`src/rtl/fetch_stage_if.sv`:
```
// Instruction-memory fetch bus between fetch_stage and its memory.
// master: drives imem_addr/imem_req; slave: returns imem_ack/imem_data.
interface fetch_stage_if;
   logic [31:0] imem_addr;
   logic        imem_req;
   logic        imem_ack;
   logic [31:0] imem_data;

   modport master (
      output imem_addr,
      output imem_req,
      input  imem_ack,
      input  imem_data
   );

   modport slave (
      input  imem_addr,
      input  imem_req,
      output imem_ack,
      output imem_data
   );
endinterface

```
`src/rtl/fetch_stage.sv`:
```
// Instruction fetch stage: owns the PC, fetches over imem, holds the word
// for decode, mirrors PC updates to registerbank (pc_write/pc_w).
// Ports: clk, rst, imem (master), branch_valid/branch_target, stall,
// instr/instr_valid, address1/address2 (Rn/Rm), pc_write/pc_w.
module fetch_stage #(
   parameter logic [31:0] RESET_PC = 32'h0000_0000,
   parameter logic [31:0] PC_STEP  = 32'd4
) (
   input  logic                 clk,
   input  logic                 rst,
   fetch_stage_if.master        imem,
   input  logic                 branch_valid,
   input  logic [31:0]          branch_target,
   input  logic                 stall,
   output logic [31:0]          instr,
   output logic                 instr_valid,
   output logic [4:0]           address1,
   output logic [4:0]           address2,
   output logic [31:0]          pc_write,
   output logic                 pc_w
);

   typedef enum logic [1:0] {
      IDLE,
      REQ,
      DRAIN,
      VALID
   } state_t;

   state_t      state_q, state_d;
   logic [31:0] pc_q, pc_d;
   logic [31:0] addr_q, addr_d;
   logic        req_q, req_d;
   logic [31:0] instr_q, instr_d;
   logic        valid_q, valid_d;
   logic [31:0] pc_write_q, pc_write_d;
   logic        pc_w_q, pc_w_d;

   logic [31:0] tgt;
   logic [31:0] seq_pc;
   logic        take_br;

   assign tgt     = branch_target & ~32'h3;
   assign seq_pc  = addr_q + PC_STEP;
   assign take_br = branch_valid && (state_q != IDLE);

   always_comb begin
      state_d    = state_q;
      pc_d       = pc_q;
      addr_d     = addr_q;
      req_d      = req_q;
      instr_d    = instr_q;
      valid_d    = valid_q;
      pc_write_d = pc_write_q;
      pc_w_d     = 1'b0;

      if (take_br) begin
         // Redirect wins over ack and stall.
         pc_d       = tgt;
         pc_write_d = tgt;
         pc_w_d     = 1'b1;
         valid_d    = 1'b0;
         req_d      = 1'b1;
         // An unacked fetch must still complete: squash it in DRAIN,
         // keeping its address on the bus.
         if ((state_q == REQ || state_q == DRAIN) && !imem.imem_ack) begin
            state_d = DRAIN;
         end else begin
            state_d = REQ;
            addr_d  = tgt;
         end
      end else begin
         case (state_q)
            IDLE: begin
               state_d = REQ;
               addr_d  = pc_q;
               req_d   = 1'b1;
            end
            REQ: begin
               if (imem.imem_ack) begin
                  instr_d    = imem.imem_data;
                  valid_d    = 1'b1;
                  pc_d       = seq_pc;
                  pc_write_d = seq_pc;
                  pc_w_d     = 1'b1;
                  req_d      = 1'b0;
                  state_d    = VALID;
               end
            end
            DRAIN: begin
               if (imem.imem_ack) begin
                  state_d = REQ;
                  addr_d  = pc_q;
               end
            end
            VALID: begin
               if (!stall) begin
                  valid_d = 1'b0;
                  req_d   = 1'b1;
                  addr_d  = pc_q;
                  state_d = REQ;
               end
            end
            default: state_d = IDLE;
         endcase
      end
   end

   always_ff @(posedge clk or posedge rst) begin
      if (rst) begin
         state_q    <= IDLE;
         pc_q       <= RESET_PC;
         addr_q     <= '0;
         req_q      <= 1'b0;
         instr_q    <= '0;
         valid_q    <= 1'b0;
         pc_write_q <= '0;
         pc_w_q     <= 1'b0;
      end else begin
         state_q    <= state_d;
         pc_q       <= pc_d;
         addr_q     <= addr_d;
         req_q      <= req_d;
         instr_q    <= instr_d;
         valid_q    <= valid_d;
         pc_write_q <= pc_write_d;
         pc_w_q     <= pc_w_d;
      end
   end

   assign imem.imem_addr = addr_q;
   assign imem.imem_req  = req_q;
   assign instr          = instr_q;
   assign instr_valid    = valid_q;
   assign address1       = {1'b0, instr_q[19:16]};
   assign address2       = {1'b0, instr_q[3:0]};
   assign pc_write       = pc_write_q;
   assign pc_w           = pc_w_q;

endmodule

```
`src/flat_wrapper.sv`:
```
// flat-port wrapper written by rule: the top's interface ports become plain ports
module fetch_stage_flat 
#(
   parameter logic [31:0] RESET_PC = 32'h0000_0000,
   parameter logic [31:0] PC_STEP  = 32'd4
)
  (clk, rst, branch_valid, branch_target, stall, instr, instr_valid, address1, address2, pc_write, pc_w, imem_imem_addr, imem_imem_req, imem_imem_ack, imem_imem_data);
  fetch_stage_if imem_i ();
  input  logic clk;
  input  logic rst;
  input  logic branch_valid;
  input  logic [31:0] branch_target;
  input  logic stall;
  output logic [31:0] instr;
  output logic instr_valid;
  output logic [4:0] address1;
  output logic [4:0] address2;
  output logic [31:0] pc_write;
  output logic pc_w;
  output wire logic [$bits(imem_i.imem_addr)-1:0] imem_imem_addr;
  output wire logic [$bits(imem_i.imem_req)-1:0] imem_imem_req;
  input wire logic [$bits(imem_i.imem_ack)-1:0] imem_imem_ack;
  input wire logic [$bits(imem_i.imem_data)-1:0] imem_imem_data;
  assign imem_imem_addr = imem_i.imem_addr;
  assign imem_imem_req = imem_i.imem_req;
  assign imem_i.imem_ack = imem_imem_ack;
  assign imem_i.imem_data = imem_imem_data;
  fetch_stage #(.RESET_PC(RESET_PC), .PC_STEP(PC_STEP)) u_core (.clk(clk), .rst(rst), .imem(imem_i), .branch_valid(branch_valid), .branch_target(branch_target), .stall(stall), .instr(instr), .instr_valid(instr_valid), .address1(address1), .address2(address2), .pc_write(pc_write), .pc_w(pc_w));
endmodule
```
`config.mk`:
```
export PLATFORM = sky130hd
export DESIGN_NAME = fetch_stage_flat
export DESIGN_NICKNAME = d
export VERILOG_FILES = /design/src/rtl/fetch_stage_if.sv /design/src/rtl/fetch_stage.sv /design/src/flat_wrapper.sv
export SDC_FILE = /design/constraint.sdc
export NUM_CORES = 1
export LEC_CHECK = 0
export CORE_MARGIN = 10
export CORE_UTILIZATION = 49
export CTS_CLUSTER_DIAMETER = 100
export CTS_CLUSTER_SIZE = 24
export DETAILED_ROUTE_END_ITERATION = 7
export PLACE_DENSITY = 0.86
export SLEW_MARGIN = 15
export SYNTH_ARGS = -nofsm -noshare
export SYNTH_HDL_FRONTEND = slang
export SYNTH_SLANG_ARGS = --single-unit
```
`constraint.sdc`:
```
create_clock -name clk -period 9 [get_ports clk]
set_clock_uncertainty 0.05 [all_clocks]
set_input_delay 2.25 -clock clk [delete_from_list [all_inputs] [get_ports clk]]
set_output_delay 2.25 -clock clk [all_outputs]
set_load 0.02 [all_outputs]
```
-- After elaboration in Yosys (flattened, before gate mapping)
Index checks and enable logic that the tools add are counted.
- multiply operators: 0
- magnitude comparators: 0
- $add $sub $neg: 1
- divide/modulo/power cells: 0
- shift-type cells: 0
- eq/ne operators: 7
- reduce and logical (&&, ||, !) cells: 17
- bitwise operators: 1
- multiplexer cells: 25
- operator list (operator ; number):
    32-bit two-way mux ; 7
    32-bit one-hot mux with 3 select lines ; 1
    32-bit by 3-bit adder with 32-bit output, second input constant ; 1
    3-bit AND reduction ; 4
    2-bit two-way mux ; 5
    1-bit two-way mux ; 9
    3-bit by 2-bit inequality test with 1-bit output, second input constant ; 3
    2-bit one-hot mux with 4 select lines ; 1
    4-bit nonzero test ; 2
    2-bit nonzero test ; 3
    2-bit == test, second input constant ; 2
    4-bit AND reduction ; 1
    1-bit one-hot mux with 3 select lines ; 1
    3-bit nonzero test ; 1
    2-bit by 1-bit == test with 1-bit output, second input constant ; 1
    1-bit logical AND ; 2
    2-bit zero test ; 1
    2-bit inequality test, second input constant ; 1
    1-bit one-hot mux with 2 select lines ; 1
    2-bit AND reduction ; 1
    1-bit zero test ; 1
    1-bit logical OR ; 1
    1-bit NOT ; 1
- output and inout bits: 109
- memory bits (writable): 0
- latch bits: 0
- bits in registers: 101
- memories kept: 0
- bits in read-only memories: 0
- input port bits: 69

-- Longest topological paths before layout
Gate-level depths: netlist of run 1.
- depth in word-level cells: 5
- depth in mapped cells: 9
- mapped depth without buffers: 7

-- Worst setup path after synthesis of run 1
No wires, ideal clock.
- path type: input to register
- start: input branch_valid
- end: register u_core.instr_q[0], in the netlist u_core.instr[0]
- setup time: 0.125 ns
- data arrival time: 3.473 ns
- setup slack: 5.352 ns
- stages: 5
- buffers on the path: 2
- data required time: 8.825 ns
- cell sequence: nor2b_1 > buf_2 > nor2_1 > clkbuf_1 > mux2_2
- cells in the longest elaborated chain, start to end: 3
- RTL lines (item ; RTL line ; source):
    start: declaration ; flat_wrapper.sv:11 ; input logic branch_valid;
    1-bit logical AND ; fetch_stage.sv:45 ; assign take_br = branch_valid && (state_q != IDLE);
    1-bit NOT (no source line) ; -- ;
    3-bit AND reduction (no source line) ; -- ;
    end signal: assignment ; fetch_stage.sv:124 ; instr_q <= instr_d;
    end: declaration ; fetch_stage.sv:34 ; logic [31:0] instr_q, instr_d;
No other way between the ends.
A chain may end at the register's enable or synchronous reset.

-- Worst setup path in the final report of run 1
- start: input branch_valid
- end: register u_core.addr_q[17], in the netlist u_core.imem.imem_addr[17]
- cells in the longest elaborated chain, start to end: 3
- elaborated cells between the ends (all ways): 7
- RTL lines (item ; RTL line ; source):
    1-bit logical AND (*) ; fetch_stage.sv:45 ;
    3-bit by 2-bit inequality test with 1-bit output (no source line), or another cell as far along ; -- ;
    4-bit AND reduction (no source line) ; -- ;
    end signal: assignment ; fetch_stage.sv:122 ; addr_q <= addr_d;
    end: declaration ; fetch_stage.sv:32 ; logic [31:0] addr_q, addr_d;
Every way passes the cells marked *; elsewhere a longest branch is shown, timed or not.

==> results of run 1 <==
## power breakdown
part / switching, mW / internal (mW)
clock network: 0.161 / 0.144
registers: 0.217 / 0.669
logic: 0.764 / 0.673
## kinds of logic after synthesis
group	synth area share, %
AND/OR/NAND/NOR	15.9
other	0.0741
multiplexers	10.5
buffers and inverters	4.43
flip-flops	50.0
adder cells (fa/ha/maj)	1.24
AO/OA/AOI/OAI	13.5
XOR/XNOR	4.50
## path summary, 6_finish.rpt
| path | to | start | slack (ns) | cells after the start |
|---|---|---|---|---|
| max | u_core.imem.imem_addr[17] | branch_valid | 4.42 | 6 |
| min | u_core.instr[8] | u_core.instr[8] | 0.46 | 1 |
| max reg2reg | u_core.imem.imem_addr[17] | u_core.state_q[0] | 6.13 | 8 |
| min reg2reg | u_core.instr[8] | u_core.instr[8] | 0.46 | 1 |
| max in group asynchronous | u_core.pc_q[17] | rst | 5.49 | 3 |
| min in group asynchronous | u_core.instr[9] | rst | 2.28 | 2 |
## per-layer routing
| layer | share of wire (%) | track usage [%] |
|---|---|---|
| met1 | 37 | 22.8 |
| met2 | 48 | 33.6 |
| met3 | 13 | 11.1 |
| met4 | 2.2 | 7.53 |
| met5 | 0 | 0 |
## stage by stage
stage / cell area [um^2] / power (mW) / instances / util (%) / worst slack, ns
6_report: 7050 / 2.63 / 801 / 69.2 / 4.42
5_1_grt: 7050 / 2.80 / 801 / 69.2 / 4.24
4_1_cts: 7040 / 2.65 / 800 / 69.2 / 4.40
3_5_place_dp: 6830 / 2.34 / 784 / 67.1 / 4.02
3_3_place_gp: 6830 / 2.28 / 784 / 67.1 / 4.10
2_1_floorplan: 5060 / 1.68 / 510 / - / 4.05
## cell usage in the layout, fill, tap and decap left out, types with 2 or more instances in the layout
cell type | synthesis | routed
a21o_1 | 16 | 16
a21oi_1 | 36 | 36
and3_1 | 3 | 3
and4_1 | 3 | 3
buf_4 | 10 | 5
clkbuf_8 | 0 | 11
clkdlybuf4s50_1 | 0 | 173
clkinvlp_4 | 0 | 2
conb_1 | 1 | 2
dfrtp_1 | 101 | 101
ha_1 | 5 | 5
inv_1 | 7 | 6
mux2_2 | 32 | 32
mux2i_1 | 17 | 17
nand2_1 | 99 | 99
nand2b_1 | 3 | 2
nand3_1 | 13 | 13
nand4_1 | 3 | 3
nor2_1 | 20 | 19
nor2b_1 | 4 | 3
nor3_1 | 8 | 8
nor3_2 | 2 | 2
o21ai_0 | 29 | 29
o221ai_1 | 16 | 16
o31ai_1 | 2 | 2
or2_2 | 4 | 4
xnor2_1 | 18 | 18
xor2_1 | 8 | 8
## flip-flops by register name, indices dropped and copies added (netlist names)
register               flops
u_core.imem.imem_addr     32
u_core.instr              32
u_core.pc_q               32
u_core.state_q             2
u_core.imem.imem_req       1
u_core.instr_valid         1
u_core.pc_w                1
## area by class of cell
| cell class | instances | share of cell area, % |
|---|---|---|
| flip-flops and latches | 101 | 35.9 |
| multi-input cells | 362 | 33.2 |
| repair buffers | 178 | 25.1 |
| well taps | 136 | 2.42 |
| clock buffers | 11 | 2.15 |
| clock inverters | 5 | 0.835 |
| inverters | 7 | 0.408 |
| diodes | 1 | 0.0355 |
## worst max-delay path, cell delays in order
cell and delay [ns]:
clkdlybuf4s50_1 0.58, nor2b_4 0.61, buf_4 0.45, o21ai_4 0.29, buf_4 0.34, a21o_1 0.22
==> summary.txt, run 1 <==
Clock network
  – Post-CTS setup buffers: 0
  – Hold-fix buffers at CTS: 0
  – Post-cts resize count: 0
  – H-Tree Depth: 3
  – CTS clk-pin slew, worst paths: 0.10 ns
  – Root buf cell: clkbuf_8
  – CTS sink cnt: 101
  – Clk_lat worst skew: 0.36 ns
  – CTS buffer count: 9
  – Max clock buf depth: 2
  – CTS tree: built

Layout
  – Layout fillers: 751
  – Syn-to-layout area delta: 39.2%
  – Seq. cell area: 0.00253 mm^2
  – Layout net count: 733
  – Multi-input gate area: 0.00234 mm^2
  – Ratio of cells with drive above 1 in the final layout: 10.8%

Floorplan
  – Row count: 37
  – Die area: 0.0148 mm^2
  – # IOs: 178
  – Total core area: 0.0102 mm^2
  – Width of the die: 122 um
  – Die Span Y: 122 um
  – Initial Utilization: 49.7%

Route
  – DRT Pass-1 Iters: 4
  – Post-Route WL: 15400 um
  – 1st-iter DRT viols: 253
  – Vias per std cell: 5.49
  – Final ANT Viol Nets: 0
  – DR vias: 4401
  – WL/cell: 19.2 um
  – Drt drc: 0

Status
  – Status: complete, no violations

Timing
  – Worst rel slew slack: 30.1%
  – Max Clock Freq: 0.218 GHz
  – Final Max Tran Viols: 0
  – Fin crit share: 50.9%
  – Hold Slack: 0.465 ns
  – Worst slew pin tran: 1.04 ns
  – Final hold vios: 0
  – RSZ-0062 raised after global routing: false
  – Period minus WS final: 4.58 ns
  – Setup TNS: 0 ns
  – Final setup fails: 0

Synth
  – Syn avg cell area: 9.94 um^2
  – Synth area leader: dfrtp_1
  – Post-Syn Area: 0.00506 mm^2
  – Share of the synthesized area in the top cell type: 50.0%
  – Mapped Cells: 509
  – Post-synth cell types: 47
  – FF+latch count, synth: 101
  – Post-synth top cells: dfrtp_1, nand2_1, a21oi_1
  – Post-synth EDFFs: 0
  – Area contributors post-synth: dfrtp_1, nand2_1, mux2_2
  – Ys flop type: dfrtp_1
  – Top-count cell post-synth: dfrtp_1
  – Register area share after synthesis: 50.0%
  – Yosys warns: 0
  – FFs w/ async S/R, synth: 100%

GRT
  – Largest net degree at the start of global routing: 69
  – Number of global-route vias before repair: 4639
  – Global-route usage over all layers: 20.8%
  – Initial antenna violation count: 1
  – Global-route wire length before repair: 24600 um
  – Total gr overflow: 0

Setup path
  – Critical Path Sink Type: flip-flop
  – Crit Path Class: in -> reg
  – CP startpoint kind: input pin
  – CP Max Fanout: 33
  – CP arrival: 4.78 ns
  – Worst path required time: 9.20 ns

Job
  – Max Cap Viol: 0

Placed design
  – DP HPWL: 11200 um
  – Port Buffers: 173
  – Final Wtd Congestion: 0.854

Pwr
  – Pwr Density: 373 mW/mm^2
  – Pleak: 2.94 nW
  – Worst vdd ir: 0.000230 V

Worst hold path
  – Worst hold path class: reg -> reg
(Power assumes the default switching activity.)
==> run 2: changes to the inputs <==
Settings changed: CORE_UTILIZATION 49 to 41, PLACE_DENSITY 0.86 to 0.77.
Clock period 9 ns to 3.9 ns, I/O delays scaled along.
==> summary.txt, run 2 (same netlist as run 1, synthesis figures left out) <==
GRT
  – Number of global-route vias before repair: 4533
  – Total gr overflow: 0
  – Global-route wire length before repair: 23900 um
  – Global-route usage over all layers: 17.7%
  – Largest net degree at the start of global routing: 69
  – Initial antenna violation count: 0

Setup path
  – Crit Path Class: in -> reg
  – CP startpoint kind: input pin
  – Worst path required time: 4.08 ns
  – R2R depth: 6
  – CP arrival: 3.04 ns
  – Critical Path Sink Type: flip-flop
  – CP Max Fanout: 45

Floorplan
  – Total core area: 0.0121 mm^2
  – Initial Utilization: 42.0%
  – Width of the die: 131 um
  – Row count: 40
  – Die area: 0.0172 mm^2
  – Die Span Y: 131 um
  – # IOs: 178

Timing
  – Final Max Tran Viols: 0
  – Final hold vios: 0
  – RSZ-0062 raised after global routing: false
  – Hold Slack: 0.459 ns
  – Setup slack after layout: 1.03 ns
  – Fin crit share: 73.5%
  – Worst rel slew slack: 23.9%
  – Max Clock Freq: 0.349 GHz
  – Final setup fails: 0
  – Period minus WS final: 2.87 ns
  – Worst slew pin tran: 1.13 ns
  – Setup TNS: 0 ns

Layout
  – Syn-to-layout area delta: 41.9%
  – Commonest non-fill, non-tap cell in the layout: clkdlybuf4s50_1
  – Most frequent cells in the layout: clkdlybuf4s50_1, dfrtp_1, nand2_1
  – Layout fillers: 1013
  – Ratio of cells with drive above 1 in the final layout: 10.8%
  – Antenna diodes: 0
  – Layout net count: 735
  – Fin area: 0.00718 mm^2

Status
  – Status: complete, no violations

Clock network
  – Hold-fix buffers at CTS: 0
  – Post-CTS setup buffers: 0
  – Clk_lat worst skew: 0.34 ns
  – H-Tree Depth: 3
  – Post-cts resize count: 0
  – CTS clk-pin slew, worst paths: 0.06 ns
  – CTS sink cnt: 101
  – Max clock buf depth: 2
  – CTS tree: built
  – Root buf cell: clkbuf_16
  – CTS buffer count: 9

Placed design
  – Port Buffers: 173
  – Dpl cell area: 0.00690 mm^2
  – DP HPWL: 11200 um
  – Pre-CTS WS: 0.694 ns
  – Final Wtd Congestion: 0.779

Route
  – DR vias: 4356
  – Post-Route WL: 15300 um
  – Final ANT Viol Nets: 0
  – Drt drc: 0
  – 1st-iter DRT viols: 370
  – DRT Pass-1 Iters: 5
  – WL/cell: 18.4 um
  – Vias per std cell: 5.23

Pwr
  – Worst vdd ir: 0.000494 V
  – Final Power: 6.20 mW
  – Pleak: 2.99 nW
  – Pwr Density: 864 mW/mm^2

Worst hold path
  – Hold Path Depth: 1
  – Worst hold path class: reg -> reg

Job
  – Max Cap Viol: 0
[run 2: report_power, final]
group	internal, mW	switching [mW]	total [mW]
logic	1.57	1.76	3.33
registers	1.55	0.487	2.03
clock network	0.464	0.378	0.842
[run 2: worst max-delay path, stage by stage]
cell	delay, ns
clkdlybuf4s50_1	0.59
nor2b_4	0.23
buf_4	0.55
nor2_2	0.08
buf_4	0.27
mux2_2	0.33
[run 2: layout make-up]
class / instances / area [um^2] / area share [%]
clock buffers: 12 / 256 / 3.57
clock inverters: 3 / 21.3 / 0.296
inverters: 7 / 28.8 / 0.401
multi-input cells: 362 / 2340 / 32.6
flip-flops and latches: 101 / 2530 / 35.2
well taps: 168 / 210 / 2.93
repair buffers: 180 / 1800 / 25.0
[run 2: metrics by stage]
step	util [%]	cells
floorplan	-	510
global placement	57.2	818
detailed placement	57.2	818
CTS	59.5	833
global route	59.5	833
finish	59.5	833
[run 2: routing by layer]
layer	part of all wire [%]	routed length (um)	vias up	track usage (%)
li1	-	-	2054	-
met1	37	5710	2097	19.2
met2	48	7380	193	28.8
met3	13	2070	12	10.0
met4	1.1	164	0	5.82
met5	0	0	-	0
[run 2: path summary, 6_finish.rpt]
path / slack (ns) / startpoint / end
max in group asynchronous: 2.07 / rst / u_core.imem.imem_addr[11]
worst min-delay path: 0.46 / u_core.instr[24] / u_core.instr[24]
worst max register to register: 1.20 / u_core.imem.imem_addr[2] / u_core.pc_q[22]
min in group asynchronous: 1.00 / rst / u_core.instr[6]
worst max-delay path: 1.03 / branch_valid / u_core.instr[12]
worst min register to register: 0.46 / u_core.instr[24] / u_core.instr[24]
